$ cat src/rtl/hilo_muldiv_unit_pkg.sv
// Shared definitions for the HI/LO multiply-divide unit: op codes, FSM encoding
// and the decode helper used by both the control path and the stall logic.
package mdu_defs;

    localparam logic [2:0] MDU_NONE  = 3'd0;
    localparam logic [2:0] MDU_MULT  = 3'd1;
    localparam logic [2:0] MDU_MULTU = 3'd2;
    localparam logic [2:0] MDU_DIV   = 3'd3;
    localparam logic [2:0] MDU_DIVU  = 3'd4;
    localparam logic [2:0] MDU_MTHI  = 3'd5;
    localparam logic [2:0] MDU_MTLO  = 3'd6;

    typedef enum logic [2:0] {
        ST_IDLE = 3'd0,
        ST_MUL  = 3'd1,
        ST_DIV  = 3'd2,
        ST_FIX  = 3'd3,
        ST_DONE = 3'd4
    } mdu_state_t;

    // Ops that occupy the unit for more than one cycle and therefore stall.
    function automatic logic is_muldiv(input logic [2:0] op);
        return (op == MDU_MULT) || (op == MDU_MULTU) ||
               (op == MDU_DIV)  || (op == MDU_DIVU);
    endfunction

endpackage

$ cat src/rtl/hilo_muldiv_unit_div_iter.sv
// Unsigned restoring divider: one shift-subtract step per cycle while step is high.
// A zero divisor yields an all-ones quotient and the dividend as remainder.
module div_iter #(
    parameter int WIDTH = 32
) (
    input  logic             clk,
    input  logic             rst,
    input  logic             load,
    input  logic [WIDTH-1:0] dividend,
    input  logic [WIDTH-1:0] divisor,
    input  logic             step,
    output logic [WIDTH-1:0] quotient,
    output logic [WIDTH-1:0] remainder
);

    logic [WIDTH-1:0] r_rem;
    logic [WIDTH-1:0] r_quo;
    logic [WIDTH-1:0] r_dvs;
    logic [WIDTH:0]   w_shift;
    logic [WIDTH+1:0] w_diff;
    logic             w_ge;

    // The quotient register doubles as the dividend shifter; its MSB feeds the remainder.
    assign w_shift = {r_rem, r_quo[WIDTH-1]};
    assign w_diff  = {1'b0, w_shift} - {2'b00, r_dvs};
    assign w_ge    = ~w_diff[WIDTH+1];

    always_ff @(posedge clk) begin
        if (rst) begin
            r_rem <= '0;
            r_quo <= '0;
            r_dvs <= '0;
        end else if (load) begin
            r_rem <= '0;
            r_quo <= dividend;
            r_dvs <= divisor;
        end else if (step) begin
            r_rem <= w_ge ? w_diff[WIDTH-1:0] : w_shift[WIDTH-1:0];
            r_quo <= {r_quo[WIDTH-2:0], w_ge};
        end
    end

    assign quotient  = r_quo;
    assign remainder = r_rem;

endmodule

$ cat src/rtl/hilo_muldiv_unit.sv
// Execute-stage HI/LO unit: single-cycle MULT/MULTU, WIDTH-cycle DIV/DIVU,
// MTHI/MTLO writes, and the pipeline stall while a multi-cycle op is in flight.
module hilo_muldiv_unit
    import mdu_defs::*;
#(
    parameter int WIDTH = 32,
    parameter int CNT_W = 6
) (
    input  logic             clk,
    input  logic             rst,
    input  logic             start_i,
    input  logic [2:0]       op_i,
    input  logic [WIDTH-1:0] a_i,
    input  logic [WIDTH-1:0] b_i,
    input  logic             flush_i,
    output logic             stall_o,
    output logic             busy_o,
    output logic             done_o,
    output logic [WIDTH-1:0] hi_o,
    output logic [WIDTH-1:0] lo_o
);

    mdu_state_t         r_state;
    mdu_state_t         w_state_nx;
    logic [CNT_W-1:0]   r_cnt;
    logic [WIDTH-1:0]   r_a;
    logic [WIDTH-1:0]   r_b;
    logic               r_signed;
    logic               r_q_neg;
    logic               r_r_neg;
    logic               r_b_zero;
    logic [WIDTH-1:0]   r_hi;
    logic [WIDTH-1:0]   r_lo;
    logic               r_busy;
    logic               r_done;

    logic               w_accept;
    logic               w_is_div;
    logic               w_op_signed;
    logic               w_a_neg;
    logic               w_b_neg;
    logic [WIDTH-1:0]   w_a_mag;
    logic [WIDTH-1:0]   w_b_mag;
    logic [2*WIDTH-1:0] w_a_ext;
    logic [2*WIDTH-1:0] w_b_ext;
    logic [2*WIDTH-1:0] w_prod;
    logic [WIDTH-1:0]   w_quo;
    logic [WIDTH-1:0]   w_rem;
    logic [WIDTH-1:0]   w_quo_fix;
    logic [WIDTH-1:0]   w_rem_fix;

    assign w_accept    = (r_state == ST_IDLE) && start_i && !flush_i && is_muldiv(op_i);
    assign w_is_div    = (op_i == MDU_DIV) || (op_i == MDU_DIVU);
    assign w_op_signed = (op_i == MDU_MULT) || (op_i == MDU_DIV);
    assign w_a_neg     = w_op_signed && a_i[WIDTH-1];
    assign w_b_neg     = w_op_signed && b_i[WIDTH-1];
    assign w_a_mag     = w_a_neg ? (~a_i + 1'b1) : a_i;
    assign w_b_mag     = w_b_neg ? (~b_i + 1'b1) : b_i;

    // One 2W x 2W multiplier serves both forms; the extension bit selects signedness.
    assign w_a_ext = {{WIDTH{r_signed & r_a[WIDTH-1]}}, r_a};
    assign w_b_ext = {{WIDTH{r_signed & r_b[WIDTH-1]}}, r_b};
    assign w_prod  = w_a_ext * w_b_ext;

    div_iter #(.WIDTH(WIDTH)) u_div (
        .clk       (clk),
        .rst       (rst),
        .load      (w_accept && w_is_div),
        .dividend  (w_a_mag),
        .divisor   (w_b_mag),
        .step      (r_state == ST_DIV),
        .quotient  (w_quo),
        .remainder (w_rem)
    );

    // Zero divisor bypasses sign correction so LO stays all ones.
    assign w_quo_fix = (r_q_neg && !r_b_zero) ? (~w_quo + 1'b1) : w_quo;
    assign w_rem_fix = (r_r_neg && !r_b_zero) ? (~w_rem + 1'b1) : w_rem;

    always_comb begin
        w_state_nx = r_state;
        if (flush_i) begin
            w_state_nx = ST_IDLE;
        end else begin
            case (r_state)
                ST_IDLE: if (w_accept) w_state_nx = w_is_div ? ST_DIV : ST_MUL;
                ST_MUL:  w_state_nx = ST_DONE;
                ST_DIV:  if (r_cnt == CNT_W'(WIDTH - 1)) w_state_nx = ST_FIX;
                ST_FIX:  w_state_nx = ST_DONE;
                ST_DONE: w_state_nx = ST_IDLE;
                default: w_state_nx = ST_IDLE;
            endcase
        end
    end

    always_ff @(posedge clk) begin
        if (rst) begin
            r_state <= ST_IDLE;
            r_cnt   <= '0;
            r_busy  <= 1'b0;
            r_done  <= 1'b0;
        end else begin
            r_state <= w_state_nx;
            r_busy  <= (w_state_nx == ST_MUL) || (w_state_nx == ST_DIV) ||
                       (w_state_nx == ST_FIX);
            r_done  <= (w_state_nx == ST_DONE);
            if (w_accept)
                r_cnt <= '0;
            else if (r_state == ST_DIV)
                r_cnt <= r_cnt + 1'b1;
        end
    end

    always_ff @(posedge clk) begin
        if (rst) begin
            r_a      <= '0;
            r_b      <= '0;
            r_signed <= 1'b0;
            r_q_neg  <= 1'b0;
            r_r_neg  <= 1'b0;
            r_b_zero <= 1'b0;
        end else if (w_accept) begin
            r_a      <= a_i;
            r_b      <= b_i;
            r_signed <= w_op_signed;
            r_q_neg  <= w_a_neg ^ w_b_neg;
            r_r_neg  <= w_a_neg;
            r_b_zero <= (b_i == '0);
        end
    end

    always_ff @(posedge clk) begin
        if (rst) begin
            r_hi <= '0;
            r_lo <= '0;
        end else if (!flush_i) begin
            case (r_state)
                ST_IDLE: begin
                    if (start_i && op_i == MDU_MTHI) r_hi <= a_i;
                    if (start_i && op_i == MDU_MTLO) r_lo <= a_i;
                end
                ST_MUL: {r_hi, r_lo} <= w_prod;
                ST_FIX: begin
                    r_hi <= w_rem_fix;
                    r_lo <= w_quo_fix;
                end
                default: ;
            endcase
        end
    end

    assign stall_o = w_accept || (r_state == ST_MUL) || (r_state == ST_DIV) ||
                     (r_state == ST_FIX);
    assign busy_o  = r_busy;
    assign done_o  = r_done;
    assign hi_o    = r_hi;
    assign lo_o    = r_lo;

endmodule

$ cat config.mk
export PLATFORM = sky130hd
export DESIGN_NAME = hilo_muldiv_unit
export DESIGN_NICKNAME = d
export VERILOG_FILES = /design/src/rtl/hilo_muldiv_unit_pkg.sv /design/src/rtl/hilo_muldiv_unit_div_iter.sv /design/src/rtl/hilo_muldiv_unit.sv
export SDC_FILE = /design/constraint.sdc
export NUM_CORES = 2
export LEC_CHECK = 0
export CORE_MARGIN = 1
export CORE_UTILIZATION = 55
export CTS_CLUSTER_SIZE = 14
export DETAILED_ROUTE_END_ITERATION = 16
export GPL_TIMING_DRIVEN = 1
export PLACE_DENSITY = 0.69
export SYNTH_ARGS = -nofsm -noshare
export SYNTH_HDL_FRONTEND = slang
export SYNTH_HIERARCHICAL = 1
export SYNTH_SLANG_ARGS = --single-unit
$ cat constraint.sdc
create_clock -name clk -period 9.8 [get_ports clk]
set_input_delay 1.96 -clock clk [delete_from_list [all_inputs] [get_ports clk]]
set_output_delay 1.96 -clock clk [all_outputs]
set_load 0.01 [all_outputs]
Word level (Yosys, flattened, before mapping)
Index checks and enable logic that the tools add are counted.
{"block": "classes", "add_sub_neg": 6, "n_mul": 1, "n_eq_ne": 16, "mux": 16, "bitwise_logic": 9, "n_reduce_logical": 31}
{"op": "$mux 32", "n": 9}
{"op": "$pmux 32 s3", "n": 2}
{"op": "$add 32x1->32 const B", "n": 4}
{"op": "$not 32->32", "n": 4}
{"op": "$mul 33x33->64", "n": 1}
{"op": "$sub 33x32->34", "n": 1}
{"op": "$logic_not 32->1", "n": 1}
{"op": "$eq 3x2->1 const B", "n": 6}
{"op": "$eq 3x3->1 const B", "n": 4}
{"op": "$logic_and 1x1->1", "n": 10}
{"op": "$logic_or 1x1->1", "n": 10}
{"op": "$eq 3x1->1 const B", "n": 3}
{"op": "$mux 3", "n": 3}
{"op": "$pmux 3 s3", "n": 1}
{"op": "$add 6x1->6 const B", "n": 1}
{"op": "$eq 6x5->1 const B", "n": 1}
{"op": "$reduce_and 3->1", "n": 2}
{"op": "$reduce_or 2->1", "n": 3}
{"op": "$ne 2x1->1 const B", "n": 2}
{"op": "$logic_not 3->1", "n": 1}
{"op": "$reduce_bool 3->1", "n": 1}
{"op": "$and 1x1->1", "n": 2}
{"op": "$logic_not 1->1", "n": 2}
{"op": "$mux 2", "n": 1}
{"op": "3 further kinds", "n": 4}
{"block": "word_totals", "regBits": 239, "input_bits": 71, "out_inout_bits": 67, "elab_cells": 94}

Depth between registers and ports, before layout
{"block": "depth", "word_depth": 11, "ltp_mapped": 30, "depth_no_buf": 27}

Cells and area by module
Netlist, hierarchy kept.
{"mod": "hilo_muldiv_unit", "n_inst": 1, "cells_per_inst": 5466, "area_each_um2": 46971.3, "seq_area_each_um2": 2862.7}
{"mod": "div_iter", "n_inst": 1, "cells_per_inst": 750, "area_each_um2": 5876.9, "seq_area_each_um2": 1921.8}

Worst setup path before layout
Ideal clock, no wire load.
{"block": "synth_timing", "kind": "reg-to-reg", "start": "reg r_a[31]", "end": "reg r_hi[27], in the netlist hi_o[27]", "setup_time_ns": 0.146, "t_arrival_ns": 7.740, "required_ns": 9.654, "slack_ns": 1.914, "path_stages_with_launch": 29, "path_buffers": 3, "period_less_slack_ns": 7.886, "path_cell_list": "dfxtp_1 clkbuf_1 and2_1 clkbuf_1 nand2_1 inv_1 fa_1 inv_1 fa_1 inv_1 fa_1 fa_1 inv_1 fa_1 inv_1 fa_1 inv_1 fa_1 fa_1 inv_1 ha_1 clkbuf_1 nand4_1 nor3b_1 or4b_1 a21oi_1 a311oi_1 mux2i_1 a41oi_1"}
{"block": "synth_via", "elab_chain_len": 3}
{"element": "start: declaration", "line": "hilo_muldiv_unit.sv:26", "text": "logic [WIDTH-1:0] r_a;"}
{"element": "start signal: assignment", "line": "hilo_muldiv_unit.sv:123", "text": "r_a <= a_i;"}
{"element": "$and 1x1->1", "line": "hilo_muldiv_unit.sv:61", "text": "assign w_a_ext = {{WIDTH{r_signed & r_a[WIDTH-1]}}, r_a};"}
{"element": "$mul 33x33->64 (*)", "line": "hilo_muldiv_unit.sv:63", "text": "assign w_prod = w_a_ext * w_b_ext;"}
{"element": "$pmux 32 s3 (*)", "line": "hilo_muldiv_unit.sv:137", "text": "case (r_state)"}
{"element": "end signal: assignment", "line": "hilo_muldiv_unit.sv:139", "text": "if (start_i && op_i == MDU_MTHI) r_hi <= a_i;"}
{"element": "end signal: assignment", "line": "hilo_muldiv_unit.sv:142", "text": "ST_MUL: {r_hi, r_lo} <= w_prod;"}
{"element": "end signal: assignment", "line": "hilo_muldiv_unit.sv:144", "text": "r_hi <= w_rem_fix;"}
{"element": "end: declaration", "line": "hilo_muldiv_unit.sv:32", "text": "logic [WIDTH-1:0] r_hi;"}
Every way passes the cells marked *; elsewhere a longest branch is shown, timed or not.
A chain may end at the register's enable or synchronous reset.

Final worst setup path
{"block": "layout_timing", "start": "reg r_b[6]", "end": "reg r_hi[4], in the netlist hi_o[4]"}
{"block": "layout_via", "elab_chain_len": 2}
{"element": "start: declaration", "line": "hilo_muldiv_unit.sv:27", "text": "logic [WIDTH-1:0] r_b;"}
{"element": "start signal: assignment", "line": "hilo_muldiv_unit.sv:124", "text": "r_b <= b_i;"}
{"element": "$mul 33x33->64", "line": "hilo_muldiv_unit.sv:63"}
{"element": "$pmux 32 s3", "line": "hilo_muldiv_unit.sv:137"}
Every way passes these cells.

==> summary.md <==
| Metric | Value |
|---|---|
| I/O pin count | 138 |
| Via count | 42,200 |
| Internal cell power | 1.95 mW |
| Util after Layout | 0.590 |
| TritonCTS Buffers | 28 |
| Post-route ant nets | 0 |
| Pwr Density | 54.8 mW/mm^2 |
| Outcome | finished, final reports clean |
| Antenna violations before repair | 6 |
| Largest fanout on the critical path | 17 |
| Sw frac | 0.365 |
| Clock power share | 0.367 |
| Number of clock sinks | 239 |
| Setup TNS | 0 ns |
| Syn_area_per_cell | 8.50 sq um |
| NumNets Final | 7,546 |
| Sequential share of the synthesized area | 0.0905 |
| Largest net degree at the start of global routing | 80 |
| Main flop type after synthesis | dfxtp_1 |
| Setup violators final | 0 |
| Iteration-0 DRC Markers | 3,413 |
| Worst EP arrival | 9.55 ns |
| # hold bufs at CTS | 0 |
| Synthesized Nets | 7,662 |
| Setup repair bufs after CTS | 0 |
| Seq pwr share | 0.351 |
| Startpoint Class | flop |
| Vias per inst | 5.72 |
| Die span in x | 312 um |
| Buffers on Ports | 137 |
| Clock Tree Root | clkbuf_16 |
| GRT overflow | 0 |
| Core footprint | 0.0952 sq mm |
| Sequential Area | 0.00480 sq mm |
| Total GRT Usage | 0.328 |
| Filler cell count | 8,606 |
| WL/cell | 21.1 um |
| Asr flop ratio synth | 0 |
| Fin. max-slew vios | 0 |
| Mapped Cells | 6,216 |
| Layout area overhead | 6.30% |
| EDFF count, synth | 0 |
| # DRC | 0 |
| Comb power frac | 0.282 |
| DIE AREA | 0.0973 sq mm |
| Fmax | 109 MHz |
| Min Tclk post-route | 9.13 ns |
| Initial Util | 0.555 |
| Worst-Skew Late Latency | 0.58 ns |
| Worst VDD drop | 0.111 mV |
| Share of layout cells above drive strength 1 | 0.0372 |
| N_diodes | 0 |
| Post-synth top area cell | fa_1 |
| FP Rows | 113 |
| Min-delay worst type | flop to flop |
| Slew @ Worst Pin | 1.21 ns |
| P_leak | 26.0 nW |
| Placer Congestion | 0.986 |
| Skew final | 0.0149 ns |
| Max Buffers Root-to-Sink | 3 |
| Detailed placer's ending HPWL | 126,000 um |
| Clock-pin transition on the worst setup and hold timing paths | 0.07 ns |
| Multi-input gate area | 0.0422 sq mm |
| Net Sw Power | 1.12 mW |
| Total wire length | 156,000 um |
| Data required time of the worst path | 10.21 ns |
| Post-synth top area share | 0.427 |
| Number of global-route vias before repair | 43,900 |
| Synth area leaders | fa_1 43%, dfxtp_1 9.1%, inv_1 8.4% |
| Post-synthesis register bit count | 239 |
| Die height | 312 um |
| First-pass detailed-route iteration total | 6 |
| Final hold violation count | 0 |
| Synthesized area | 0.0528 sq mm |
| Slew HR | 0.180 |
| Crit end category | flop |
| YS warnings | 6 |
| CTS tree | done |
| Unrepaired setup endpoints after global routing | false |
| Post_cts resized | 0 |
| CP Class | flop to flop |
| Global-route wire length before repair | 249,000 um |
| Number of max-cap violations | 0 |
| CTS H-tree lvls | 1 |
| Synth cell types | 87 |
| Tcrit/Tclk final | 0.932 |
[power groups by stage]
stage	clock, mW	combinational (mW)	sequential, mW
3_5_place_dp	0	0.854	1.10
6_report	1.13	0.869	1.08
2_1_floorplan	0	0.582	1.04
3_3_place_gp	0	0.847	1.09
5_1_grt	1.17	0.949	1.08
4_1_cts	1.13	0.860	1.07
[Yosys cell counts (13+ instances only)]
| cell type | number |
|---|---|
| o31ai_1 | 30 |
| nor3b_1 | 13 |
| clkbuf_1 | 359 |
| o21bai_1 | 17 |
| a21oi_1 | 309 |
| a211oi_1 | 22 |
| nand2b_1 | 21 |
| xor2_1 | 90 |
| xnor2_1 | 121 |
| fa_1 | 1126 |
| nor3_1 | 51 |
| ha_1 | 249 |
| nor4_1 | 25 |
| o21a_1 | 16 |
| or2_2 | 18 |
| mux2i_1 | 70 |
| o211ai_1 | 48 |
| buf_2 | 13 |
| o21ai_0 | 147 |
| nor2_1 | 274 |
| and3_1 | 34 |
| a221oi_1 | 18 |
| a21o_1 | 29 |
| inv_1 | 1185 |
| nand2_1 | 1027 |
| nand3_1 | 47 |
| nand4_1 | 28 |
| dfxtp_1 | 239 |
| and2_1 | 355 |
| buf_1 | 14 |
| a31oi_1 | 40 |
[flip-flops by register name (all words and copies together), names as in the netlist, 6 cells and up]
register	count
hi_o	32
lo_o	32
r_a	32
r_b	32
r_cnt	6
u_div/quotient	32
u_div/r_dvs	32
u_div/remainder	32
[cell families after synthesis]
kind of cell | synth area share
xor+xnor | 0.0350
simple gates | 0.172
compound gates | 0.0912
buf+inv | 0.113
mux | 0.0137
flops | 0.0905
fa+ha+maj | 0.485
[per-stage QoR]
| stage | instances | instance area, sq um | worst slack, ns | power, mW | hold WS (ns) |
|---|---|---|---|---|---|
| after floorplan | 6216 | 52800 | 1.91 | 1.62 | 0.441 |
| after global placement | 7335 | 55200 | 1.02 | 1.94 | 0.442 |
| after detailed placement | 7335 | 55200 | 0.883 | 1.95 | 0.445 |
| after CTS | 7386 | 56200 | 0.854 | 3.07 | 0.457 |
| after global routing | 7386 | 56200 | 0.429 | 3.20 | 0.476 |
| final | 7386 | 56200 | 0.667 | 3.08 | 0.457 |
[final timing paths]
check	start	endpoint	slack, ns	cells past startpoint
hold reg to reg	lo_o[8]$_SDFFE_PP0P_	lo_o[8]$_SDFFE_PP0P_	0.46	2
hold / removal	lo_o[8]$_SDFFE_PP0P_	lo_o[8]$_SDFFE_PP0P_	0.46	2
setup / recovery	r_b[6]$_SDFFE_PP0P_	hi_o[4]$_SDFFE_PP0P_	0.67	22
setup reg to reg	r_b[6]$_SDFFE_PP0P_	hi_o[4]$_SDFFE_PP0P_	0.67	22
[worst max-delay path, cell delays in order (launching register included)]
cell      delay (ns)
dfxtp_1         1.04
buf_4           0.37
nand2_1         0.11
fa_1            0.56
inv_1           0.05
fa_1            0.49
fa_1            0.53
inv_1           0.05
fa_1            0.45
fa_1            0.50
fa_1            0.52
fa_1            0.49
inv_1           0.05
fa_1            0.45
ha_1            0.42
a21oi_1         0.19
o221ai_1        0.24
nor4b_1         1.09
o21bai_1        0.41
xnor2_1         0.58
o211ai_1        0.14
o211ai_1        0.12
a21oi_1         0.09
[placed cells by master (no fill, tap or decap), drive strengths merged, types with 10 or more instances in the layout]
master            n
nor3b            13
nor2b            10
and3             34
dfxtp           239
o21ai           154
nand3            47
buf             108
ha              249
o21bai           17
or2              19
nor3             53
clkdlybuf4s50   136
nand4            28
fa             1126
a31oi            40
o211ai           48
or3              13
nor4             29
nand2b           21
inv            1186
and2            356
a21oi           311
o22ai            11
o41ai            12
nand2          1027
clkbuf           40
nor2            275
o31ai            30
a21o             30
a311oi           13
a211oi           22
or4              13
o21a             16
xor2             90
xnor2           121
mux2i            70
a221oi           19
[layer usage]
metal	part of all wire	vias to the layer above	track usage
met5	0.00025	-	0
met4	0.046	6	0.127
met3	0.074	343	0.0451
met2	0.47	1670	0.537
met1	0.41	21500	0.444
li1	-	18700	-
[cell type report]
class                      instances  share of cell area
tap                             1265              0.0282
clock buffer                      40              0.0151
timing repair buffer             244              0.0394
inverter                        1185              0.0792
multi-input combinational       4402               0.750
clock inverter                    11             0.00225
sequential                       239              0.0854
No activity file was read; power rests on OpenSTA's default activity.
